===== src/rtl/capture_pkg.sv =====
// Shared types and default sizes for the capture controller.
package capture_pkg;

  localparam int CAP_ADDR_W = 10;
  localparam int CAP_CH     = 4;

  typedef enum logic [2:0] {
    ST_IDLE      = 3'd0,
    ST_PREFILL   = 3'd1,
    ST_WAIT_TRIG = 3'd2,
    ST_POST      = 3'd3,
    ST_DONE      = 3'd4
  } cap_state_e;

endpackage


===== src/rtl/capture_trig.sv =====
// Trigger qualifier: masked OR of the channel edge requests, only on sample
// strobes. An all-zero mask means "trigger on the next strobe".
module capture_trig
  import capture_pkg::*;
#(
  parameter int CH = CAP_CH
) (
  input  logic          i_sample_en,
  input  logic [CH-1:0] i_ch_edge,
  input  logic [CH-1:0] i_trig_mask,
  output logic          o_trig
);

  logic w_mask_empty;
  logic w_any_edge;

  assign w_mask_empty = (i_trig_mask == '0);
  assign w_any_edge   = |(i_ch_edge & i_trig_mask);
  assign o_trig       = i_sample_en & (w_mask_empty | w_any_edge);

endmodule


===== src/rtl/capture_ctrl.sv =====
// Capture controller: sequences sample-memory writes around a trigger event.
// Optional build macro CAPTURE_PRETRIG_EN: fills the buffer with pre-trigger
// history before arming the trigger, then writes circularly until it fires.
module capture_ctrl
  import capture_pkg::*;
#(
  parameter int ADDR_W = CAP_ADDR_W,
  parameter int CH     = CAP_CH
) (
  input  logic              clk,
  input  logic              reset,
  input  logic              i_arm,
  input  logic              i_abort,
  input  logic              i_sample_en,
  input  logic [CH-1:0]     i_ch_edge,
  input  logic [CH-1:0]     i_trig_mask,
  input  logic [ADDR_W-1:0] i_post_count,
  output logic              o_det_reset,
  output logic              o_write_finish,
  output logic              o_mem_we,
  output logic [ADDR_W-1:0] o_mem_addr,
  output logic [ADDR_W-1:0] o_trig_addr,
  output logic              o_busy,
  output logic              o_done
);

  cap_state_e        r_state;
  cap_state_e        w_next;
  logic [ADDR_W-1:0] r_addr;
  logic [ADDR_W-1:0] r_trig_addr;
  logic [ADDR_W-1:0] r_post_cnt;
  logic              r_done;
  logic              r_wf;
  logic              w_trig;
  logic              w_we;
  logic              w_fire;
  logic              w_start;

  capture_trig #(.CH(CH)) u_trig (
    .i_sample_en (i_sample_en),
    .i_ch_edge   (i_ch_edge),
    .i_trig_mask (i_trig_mask),
    .o_trig      (w_trig)
  );

  // A new capture may only start from rest; abort always wins over arm.
  assign w_start = ((r_state == ST_IDLE) || (r_state == ST_DONE)) && i_arm && !i_abort;

`ifdef CAPTURE_PRETRIG_EN
  logic [ADDR_W-1:0] r_pre_cnt;
  logic [ADDR_W-1:0] w_pre_len;

  // Leave exactly post_count+1 slots for the trigger sample and its followers.
  assign w_pre_len = {ADDR_W{1'b1}} - i_post_count;
`endif

  // Next-state and write-enable decode.
  always_comb begin
    w_next = r_state;
    w_we   = 1'b0;
    w_fire = 1'b0;
    case (r_state)
      ST_IDLE, ST_DONE: begin
        if (i_arm) begin
`ifdef CAPTURE_PRETRIG_EN
          w_next = (w_pre_len == '0) ? ST_WAIT_TRIG : ST_PREFILL;
`else
          w_next = ST_WAIT_TRIG;
`endif
        end
      end
`ifdef CAPTURE_PRETRIG_EN
      ST_PREFILL: begin
        w_we = i_sample_en;
        if (i_sample_en && (r_pre_cnt == ADDR_W'(1))) w_next = ST_WAIT_TRIG;
      end
`endif
      ST_WAIT_TRIG: begin
`ifdef CAPTURE_PRETRIG_EN
        w_we = i_sample_en;
`endif
        if (w_trig) begin
          w_we   = 1'b1;
          w_fire = 1'b1;
          w_next = (i_post_count == '0) ? ST_DONE : ST_POST;
        end
      end
      ST_POST: begin
        w_we = i_sample_en;
        if (i_sample_en && (r_post_cnt == ADDR_W'(1))) w_next = ST_DONE;
      end
      default: w_next = ST_IDLE;
    endcase
    if (i_abort) begin
      w_next = ST_IDLE;
      w_we   = 1'b0;
      w_fire = 1'b0;
    end
  end

  // State register.
  always_ff @(posedge clk or posedge reset) begin
    if (reset) r_state <= ST_IDLE;
    else       r_state <= w_next;
  end

  // Address, trigger latch, post counter and completion flags.
  always_ff @(posedge clk or posedge reset) begin
    if (reset) begin
      r_addr      <= '0;
      r_trig_addr <= '0;
      r_post_cnt  <= '0;
      r_done      <= 1'b0;
      r_wf        <= 1'b0;
    end else begin
      if (w_start)   r_addr <= '0;
      else if (w_we) r_addr <= r_addr + ADDR_W'(1);
      if (w_fire) begin
        r_trig_addr <= r_addr;
        r_post_cnt  <= i_post_count;
      end else if ((r_state == ST_POST) && w_we) begin
        r_post_cnt  <= r_post_cnt - ADDR_W'(1);
      end
      r_done <= (w_next == ST_DONE);
      r_wf   <= (w_next == ST_DONE) && (r_state != ST_DONE);
    end
  end

`ifdef CAPTURE_PRETRIG_EN
  // Pre-trigger fill counter, loaded when a capture starts.
  always_ff @(posedge clk or posedge reset) begin
    if (reset)                                   r_pre_cnt <= '0;
    else if (w_start)                            r_pre_cnt <= w_pre_len;
    else if ((r_state == ST_PREFILL) && w_we)    r_pre_cnt <= r_pre_cnt - ADDR_W'(1);
  end
`endif

  assign o_mem_we       = w_we;
  assign o_mem_addr     = r_addr;
  assign o_trig_addr    = r_trig_addr;
  assign o_det_reset    = (r_state == ST_IDLE);
  assign o_busy         = (r_state == ST_PREFILL) || (r_state == ST_WAIT_TRIG) ||
                          (r_state == ST_POST);
  assign o_done         = r_done;
  assign o_write_finish = r_wf;

endmodule


===== config.mk =====
export PLATFORM = sky130hd
export DESIGN_NAME = capture_ctrl
export DESIGN_NICKNAME = d
export VERILOG_FILES = /design/src/rtl/capture_pkg.sv /design/src/rtl/capture_trig.sv /design/src/rtl/capture_ctrl.sv
export SDC_FILE = /design/constraint.sdc
export NUM_CORES = 1
export LEC_CHECK = 0
export CAP_MARGIN = 10
export CORE_ASPECT_RATIO = 1.4
export CORE_MARGIN = 8
export CORE_UTILIZATION = 25
export DETAILED_ROUTE_END_ITERATION = 6
export PLACE_DENSITY = 0.56
export SYNTH_ARGS = -nofsm -noshare
export SYNTH_HDL_FRONTEND = slang
export SYNTH_SLANG_ARGS = --single-unit

===== constraint.sdc =====
create_clock -name clk -period 1.9 [get_ports clk]
set_input_delay 0.38 -clock clk [delete_from_list [all_inputs] [get_ports clk]]
set_output_delay 0.38 -clock clk [all_outputs]
set_load 0.005 [all_outputs]

==> metrics, run 1 <==
outcome finished, final reports clean; Clk network pwr share 24.2%; first-pass detailed-route iteration total 4; most used cell, CP buf_6; Max Freq 0.541 GHz; Die W 89.3 um; yosys warns 0; vias per cell 4.79; crit-path max FO 19; I/O Buffers 47; pre-CTS WS -562 ps; placed cell count 345; Final WS setup 51.0 ps; GR Overflow Total 0; cell taking the most area after synthesis dfrtp_1; final count of hold timing violations 0; CTS tree built; vias in the first global route 1774; Mapped Cells 182; Initial Util 25.7%; synth top area cells dfrtp_1, mux2_1, nand2_1, or3_1, nor2_1; Syn Area/Cell 10.3 um2; maxcap violations 0; syn_nets 208; Hold Worst Slack 489 ps; relative slew slack 69.5%; NetSw 0.646 mW; Hold Crit Class register to register; post-synthesis sequential area ratio 46.6%; Post-synth EDFFs 0; RSZ-0062 raised after global routing true; Final Cell Area 0.00286 mm2; H-Tree Depth 2; die height 119 um; Critical Path Source Type input pin; Final ANT Viol Nets 0; Antenna diodes 0; first-pass GRT wire length 8790 um; number of buffers created by CTS 5; Synth top cells by count dfrtp_1, nand2_1, nor2_1; Static Leak 1.22 nW; Crit Path Class input pin to register; clk slew on worst S/H paths 60 ps; Starting DRT DRC Count 70; vias post-DR 1716; Synth top area share 46.6%; DRT Wirelength 5370 um; Worst-Margin Slew 457 ps; final cell count without fillers 358; Async SR Flop Fraction 100%; CP Data Arrival Time 2060 ps; switching share of power 31.2%; pwr/cell area 724 mW/mm2; Slew Limit Fails 0; Top Ports 48; largest net degree at the start of global routing 36; Core Rows 37; clock sink count 35; Total GRT Usage 10.8%; flops & latches, synth 35; clk_skew 6.80 ps; Comb pwr share 27.9%; Setup TNS 0 ps; core area 0.00731 mm2; Pint 1.42 mW; Crit. End Element register; Post-Place Cell Area 0.00264 mm2; Mapped Area 0.00188 mm2; crit-path cells dlygate4sd2_1, buf_6, nor4_4, o41ai_4, buf_6, or4_1, a21oi_1; root buffer cell clkbuf_8; Critical Path RT 2110 ps; Final HPWL DP 3990 um; post-route DRC violation count 0; gpl congestion 0.781; total power 2.07 mW; Max clock buf depth 2; initial antenna violation count 0; top_reg_cell synth dfrtp_1; minimum clock period 1850 ps; most common cell in the netlist dfrtp_1; WP buf/inv 3; full die area 0.0106 mm2; # nets final 288; IR drop worst, VDD 0.314 mV; share of layout cells above drive strength 1 21.1%; Final Util 39.1%; Final Cycle Share 97.3%; Final setup violation count 0; max incr delay on CP 500 ps; CP max-delay cell or4_1; post-synth cell types 46; worst-skew pair later-pin latency 290 ps; area grow syn2layout 52.2%; cell family with most CP delay simple AND/OR/NAND/NOR gates; WL/cell 15.0 um; share of power burned in registers 47.9%
-- final timing paths --
check	start	to	slack, ps	depth (start not counted)
hold / removal	o_trig_addr[0]	o_trig_addr[0]	490	1
max in group asynchronous	reset	o_trig_addr[6]	1070	3
setup reg to reg	r_state[2]	o_mem_addr[5]	80	6
min in group asynchronous	reset	o_trig_addr[4]	500	3
setup / recovery	i_trig_mask[0]	o_mem_addr[5]	50	7
hold reg to reg	o_trig_addr[0]	o_trig_addr[0]	490	1
-- per-layer routing --
layer	global-route usage, %	vias to the layer above	routed length [um]	part of all wire, %
met1	11.7	820	2290	43
met3	3.68	8	294	5.5
met2	18.4	41	2700	50
met5	0	-	0	0
li1	-	847	-	-
met4	4.39	0	84	1.6
-- registers in the layout (all words and copies together), names as in the netlist --
name and count:
o_done 1, o_mem_addr 10, o_trig_addr 10, o_write_finish 1
r_post_cnt 10, r_state 3
-- cell type report --
class / count / area [um2]
clock buffer: 6 / 72.6
sequential: 35 / 876
fill: 760 / 4460
timing repair buffer: 79 / 741
multi-input combinational: 134 / 1020
tap: 97 / 121
inverter: 7 / 26.3
-- cells by family (layout without fill, tap and decap cells) --
group,Yosys count,in the layout,synth area share (%)
AO/OA/AOI/OAI,42,42,16.8
AND/OR/NAND/NOR,73,73,21.9
multiplexers,13,13,7.66
adder cells (fa/ha/maj),3,3,2.00
XOR/XNOR,3,3,1.40
buffers and inverters,13,92,3.60
flip-flops,35,35,46.6
-- layout by cell type (no fill, tap or decap), types with 3 or more instances in the layout --
master,netlist,layout
nand2b_1,5,5
inv_1,6,6
ha_1,3,3
a31oi_1,4,4
or3_1,8,8
buf_6,1,7
o31ai_1,5,5
dfrtp_1,35,35
clkdlybuf4s50_1,0,35
buf_4,2,24
nor2_1,11,11
nand4_1,3,3
xor2_1,3,3
a21oi_1,5,5
o211ai_1,4,4
nand3_1,5,5
and2_1,3,3
nand2_1,16,16
o21ai_1,5,5
mux2_1,9,9
clkbuf_8,0,5
nor4_1,6,5
a221o_1,3,3
dlygate4sd2_1,0,7
-- worst reg2reg max path, stage by stage (launching register included) --
cell and delay, ps:
dfrtp_1 390, nor4bb_2 260, buf_4 180, o41ai_4 90, buf_6 170, or4_1 500, a21oi_1 150
-- power groups by stage --
stage / clock network [mW] / registers, mW / logic (mW)
finish: 0.501 / 0.991 / 0.579
global route: 0.553 / 1.01 / 0.652
CTS: 0.525 / 0.988 / 0.583
detailed placement: 0 / 1.00 / 0.557
global placement: 0 / 0.998 / 0.547
floorplan: 0 / 0.980 / 0.321
-- what timing repair did --
item / CTS / global route
hold buffers: 0 / 0
pin swaps: 7 / 3
endpoints found under the setup margin: 28 / 4
buffers inserted: 7 / 0
resized for setup: 32 / 6
No activity file was read; power rests on OpenSTA's default activity.
==> run 2: changes to the inputs <==
REMOVE_ABC_BUFFERS = 1   (was unset)
==> run 2 against run 1 <==
  * Sequential power about the same
  * Die area unchanged
  * Critical endpoint is now o_mem_we
  * Flip-flop and latch count unchanged
  * Clock power up 5.2%
  * Via count up 1.5%
  * First-iteration DRC count down 11%
  * Core utilization down 0.39 points
  * Setup slack about the same
==> metrics, run 2 (same netlist as run 1, synthesis figures left out) <==
final cell count without fillers 359 (+0.28%); IR drop worst, VDD 0.363 mV (+16%); Max clock buf depth 2 (unchanged); CP Data Arrival Time 1470 ps (-590 ps); max incr delay on CP 370 ps (-130 ps); Total GRT Usage 10.2% (-0.60 points); Crit. End Element output pin; WL/cell 14.7 um (-1.7%); full die area 0.0106 mm2 (unchanged); placed cell count 341 (-1.2%); first-pass GRT wire length 8510 um (-3.1%); Max Freq 0.541 GHz (about the same); Initial Util 25.7% (unchanged); Crit Path Class input pin to output pin; Starting DRT DRC Count 62 (-11%); vias per cell 4.85 (+1.2%); final count of hold timing violations 0 (unchanged); RSZ-0062 raised after global routing true; most frequent cells in the layout clkdlybuf4s50_1, dfrtp_1, buf_4; DRT Wirelength 5290 um (-1.4%); die height 119 um (unchanged); Top Ports 48 (unchanged); # fillers 780 (+2.6%); register area 877 um2 (+0.14%); Setup TNS 0 ps (unchanged); vias in the first global route 1837 (+3.6%); Antenna diodes 0 (unchanged); gpl congestion 0.804 (+2.9%); maxcap violations 0 (unchanged); Die W 89.3 um (unchanged); area grow syn2layout 50.6%; Critical Path Source Type input pin; root buffer cell clkbuf_8; Static Leak 1.21 nW (-0.36%); share of layout cells above drive strength 1 24.8% (+3.7 points); Final ANT Viol Nets 0 (unchanged); cell family with most CP delay compound AO/OA/AOI/OAI gates; post-route DRC violation count 0 (unchanged); initial antenna violation count 0 (unchanged); clk slew on worst S/H paths 70 ps (about the same); Final Cell Area 0.00283 mm2 (-1.0%); H-Tree Depth 2 (unchanged); Worst-Margin Slew 466 ps (+8.44 ps); clk_skew 6.62 ps (-0.178 ps); minimum clock period 1850 ps (-0.152 ps); Hold Crit Class register to register; core area 0.00731 mm2 (unchanged); worst-skew pair later-pin latency 280 ps (about the same); outcome finished, final reports clean; first-pass detailed-route iteration total 4 (unchanged); Final Util 38.7% (-0.39 points); Final Cycle Share 97.3% (about the same); count of hold-fix buffers inserted at cts 0 (unchanged); crit-path max FO 3 (-16); largest net degree at the start of global routing 36 (unchanged); CTS tree built; Final setup violation count 0 (unchanged); area occupied by multi-input gates 0.00104 mm2 (+1.7%); number of buffers created by CTS 5 (unchanged); Critical Path RT 1520 ps (-590 ps); Core Rows 37 (unchanged); Final HPWL DP 3950 um (-1.1%); clock sink count 35 (unchanged); I/O Buffers 47 (unchanged); CP max-delay cell o41ai_4; WP buf/inv 3 (unchanged); vias post-DR 1742 (+1.5%); Post-Place Cell Area 0.00259 mm2 (-1.9%); crit-path cells dlygate4sd2_1, a22o_1, o41ai_4, inv_2, buf_6; # nets final 287 (-0.35%); pwr/cell area 732 mW/mm2 (+1.0%); GR Overflow Total 0 (unchanged); relative slew slack 68.7% (-0.85 points); Slew Limit Fails 0 (unchanged)
[run 2: cell types whose count changed in the layout (fill, tap and decap cells not counted), moves of 2 or more]
cell           previous run  this run
buf_6                     7         4
dlygate4sd2_1             7         5
buf_4                    24        27
buf_12                    2         0
a21oi_1                   5         1
a21oi_2                   0         4
clkbuf_2                  1         4
[run 2: path summary, 6_finish.rpt]
| path | startpoint | end | slack, ps | cells after the start |
|---|---|---|---|---|
| max | i_ch_edge[1] | o_mem_we | 50 | 5 |
| min | o_trig_addr[7] | o_trig_addr[7] | 490 | 1 |
| max reg2reg | r_state[2] | o_mem_addr[4] | 100 | 7 |
| min reg2reg | o_trig_addr[7] | o_trig_addr[7] | 490 | 1 |
| max in group asynchronous | reset | r_state[0] | 1070 | 3 |
| min in group asynchronous | reset | o_write_finish | 500 | 3 |
[run 2: routing by layer]
layer	vias up	global-route usage [%]	wire [um]
met5	-	0	0
met4	0	2.93	64
met3	7	2.98	326
met2	47	17.9	2790
met1	841	11.3	2110
li1	847	-	-
[run 2: area by class of cell]
| class | instances | area share, % |
|---|---|---|
| clock buffer | 7 | 2.70 |
| sequential | 35 | 31.0 |
| multi-input combinational | 134 | 36.7 |
| inverter | 7 | 0.929 |
| clock inverter | 1 | 0.177 |
| tap | 97 | 4.29 |
| timing repair buffer | 78 | 24.2 |
[run 2: per-stage QoR]
step | worst slack, ps | hold slack [ps] | total power, mW
final | 51.2 | 487 | 2.07
after global routing | -26.6 | 513 | 2.20
after CTS | -85.7 | 495 | 2.08
after detailed placement | -527 | 478 | 1.53
after global placement | -528 | 473 | 1.51
after floorplan | -527 | 453 | 1.29
[run 2: where the power goes]
group | switching [mW] | total (mW) | internal, mW | leakage [nW]
combinational | 0.247 | 0.540 | 0.293 | 0.702
clock | 0.270 | 0.527 | 0.257 | 0.0422
sequential | 0.139 | 1.00 | 0.863 | 0.469
[run 2: what timing repair did]
action,4_1_cts,5_1_grt
buffers inserted,7,2
gates cloned,1,0
gates resized for setup,28,21
pin swaps,7,10
setup endpoints to repair,32,11
hold endpoints to repair,0,0
==> run 3: changes to the inputs <==
CELL_PAD_IN_SITES_DETAIL_PLACEMENT = 0   (was unset)
CELL_PAD_IN_SITES_GLOBAL_PLACEMENT = 2   (was unset)
PLACE_DENSITY = 0.78   (was 0.56)
==> run 3 against run 2 <==
  * Global-route usage rose by 0.31 points
  * Via count is 2.5% lower
  * Flip-flop and latch count stayed put
  * Non-clock buffer count is 1 higher
  * Setup slack improved by 1.4 ps
  * Sequential share of layout area fell by 0.78 points
  * Critical path depth shrank 1
  * Clock skew is 0.78 ps lower
  * Highest routed layer unchanged
==> metrics, run 3 (same netlist as run 1, synthesis figures left out) <==
cell family with most CP delay buffers and inverters; Critical Path Source Type register; Final WS setup 52.6 ps (+1.40 ps); full die area 0.0106 mm2 (unchanged); CP Launch Point r_state[0]; number of buffers created by CTS 5 (unchanged); first-pass GRT wire length 8700 um (+2.2%); H-Tree Depth 2 (unchanged); WP buf/inv 2 (-1); minimum clock period 1850 ps (-1.40 ps); Die W 89.3 um (unchanged); gpl congestion 0.763 (-5.1%); outcome finished, final reports clean; largest net degree at the start of global routing 36 (unchanged); IR drop worst, VDD 0.469 mV (+29%); max incr delay on CP 510 ps (+140 ps); Crit. End Element output pin; Crit Path Class register to output pin; core area 0.00731 mm2 (unchanged); clock sink count 35 (unchanged); pre-CTS WS -559 ps (-32.1 ps); Hold Crit Class register to register; Antenna diodes 0 (unchanged); DRT Wirelength 5110 um (-3.5%); root buffer cell clkbuf_8; initial antenna violation count 0 (unchanged); Initial Util 25.7% (unchanged); clk_skew 5.84 ps (-0.784 ps); Starting DRT DRC Count 49 (-21%); post-route DRC violation count 0 (unchanged); Critical Path RT 1520 ps (about the same); pwr/cell area 776 mW/mm2 (+6.1%); share of layout cells above drive strength 1 23.2% (-1.6 points); first-pass detailed-route iteration total 4 (unchanged); vias per cell 4.72 (-2.8%); # nets final 288 (+0.35%); area grow syn2layout 54.3%; worst-skew pair later-pin latency 280 ps (about the same); Final HPWL DP 3990 um (+1.0%); Final ANT Viol Nets 0 (unchanged); I/O Buffers 47 (unchanged); vias in the first global route 1811 (-1.4%); GR Overflow Total 0 (unchanged); crit-path max FO 5 (+2); Top Ports 48 (unchanged); CP Data Arrival Time 1470 ps (about the same); Crit Reg-Reg Startpoint r_state[1]; CTS tree built; Final setup violation count 0 (unchanged); Worst-Margin Slew 466 ps (+0.348 ps); Slew Limit Fails 0 (unchanged); die height 119 um (unchanged); WL/cell 14.2 um (-3.7%); Hold Worst Slack 486 ps (-1.06 ps); clk slew on worst S/H paths 70 ps (about the same); Max clock buf depth 2 (unchanged); Total GRT Usage 10.5% (+0.31 points); Core Rows 37 (unchanged); hold path start o_trig_addr[9]; most used cell, CP nor2_1; maxcap violations 0 (unchanged); Final Cycle Share 97.2% (about the same); relative slew slack 68.6% (about the same); Max Freq 0.541 GHz (about the same); most frequent cells in the layout clkdlybuf4s50_1, dfrtp_1, buf_4; vias post-DR 1698 (-2.5%); crit-path cells buf_6, nor2_1, nor2_1, clkdlybuf4s50_1; CP max-delay cell clkdlybuf4s50_1; count of hold-fix buffers inserted at cts 0 (unchanged); RSZ-0062 raised after global routing true; final count of hold timing violations 0 (unchanged); Static Leak 1.25 nW (+2.9%)
run 3: changes by cell type in the layout (fill, tap and decap cells not counted), moves of 2 or more:
cell / change
a21oi_1: +3
a21oi_2: -3
buf_2: -2
buf_6: +2
clkbuf_1: -2
clkdlybuf4s15_1: +2
dlygate4sd2_1: -2
run 3: worst register-to-register path, delay by kind of cell (launching register included):
| kind | cells | cell delay [ps] |
|---|---|---|
| AO/OA/AOI/OAI | 2 | 210 |
| AND/OR/NAND/NOR | 2 | 800 |
| flip-flops | 1 | 410 |
| buffers and inverters | 2 | 320 |
run 3: per-stage QoR:
step | setup TNS, ps | utilization (%) | area, um2 | cells | total power, mW
4_1_cts | -59.3 | 39.2 | 2860 | 358 | 2.28
3_5_place_dp | -13960 | 35.6 | 2600 | 342 | 1.54
3_3_place_gp | -13340 | 35.6 | 2600 | 342 | 1.54
2_1_floorplan | -9040 | - | 1840 | 176 | 1.29
6_report | 0 | 39.6 | 2900 | 360 | 2.25
5_1_grt | -38.9 | 39.6 | 2900 | 360 | 2.41
run 3: worst paths after layout:
kind,end,slack (ps),cells after the start
worst max-delay path,o_busy,50,4
worst min-delay path,o_trig_addr[9],490,1
worst max register to register,o_mem_addr[5],80,6
worst min register to register,o_trig_addr[9],490,1
max in group asynchronous,o_mem_addr[6],1070,3
min in group asynchronous,o_mem_addr[2],500,3
run 3: repair_timing:
item,4_1_cts,5_1_grt
pin swaps,11,5
gates resized for setup,30,14
endpoints found under the setup margin,34,16
buffers inserted,8,4
endpoints found under the hold margin,0,0
run 3: per-layer routing:
metal | global-route usage [%] | vias to the layer above | part of all wire (%)
li1 | - | 856 | -
met1 | 11.8 | 806 | 42
met2 | 18.7 | 32 | 53
met3 | 2.22 | 4 | 4.5
met4 | 3.24 | 0 | 0.86
met5 | 0 | - | 0
run 3: area by class of cell:
class | instances | area (um2)
fillers | 757 | 4420
repair buffers | 79 | 724
clock inverters | 2 | 35.0
clock buffers | 6 | 82.6
multi-input cells | 134 | 1030
flip-flops and latches | 35 | 876
inverters | 7 | 26.3
well taps | 97 | 121
run 3: power by group:
part	total (mW)	leakage [nW]	switching, mW	internal, mW
logic	0.570	0.717	0.262	0.308
registers	0.985	0.471	0.122	0.863
clock network	0.694	0.0612	0.269	0.425
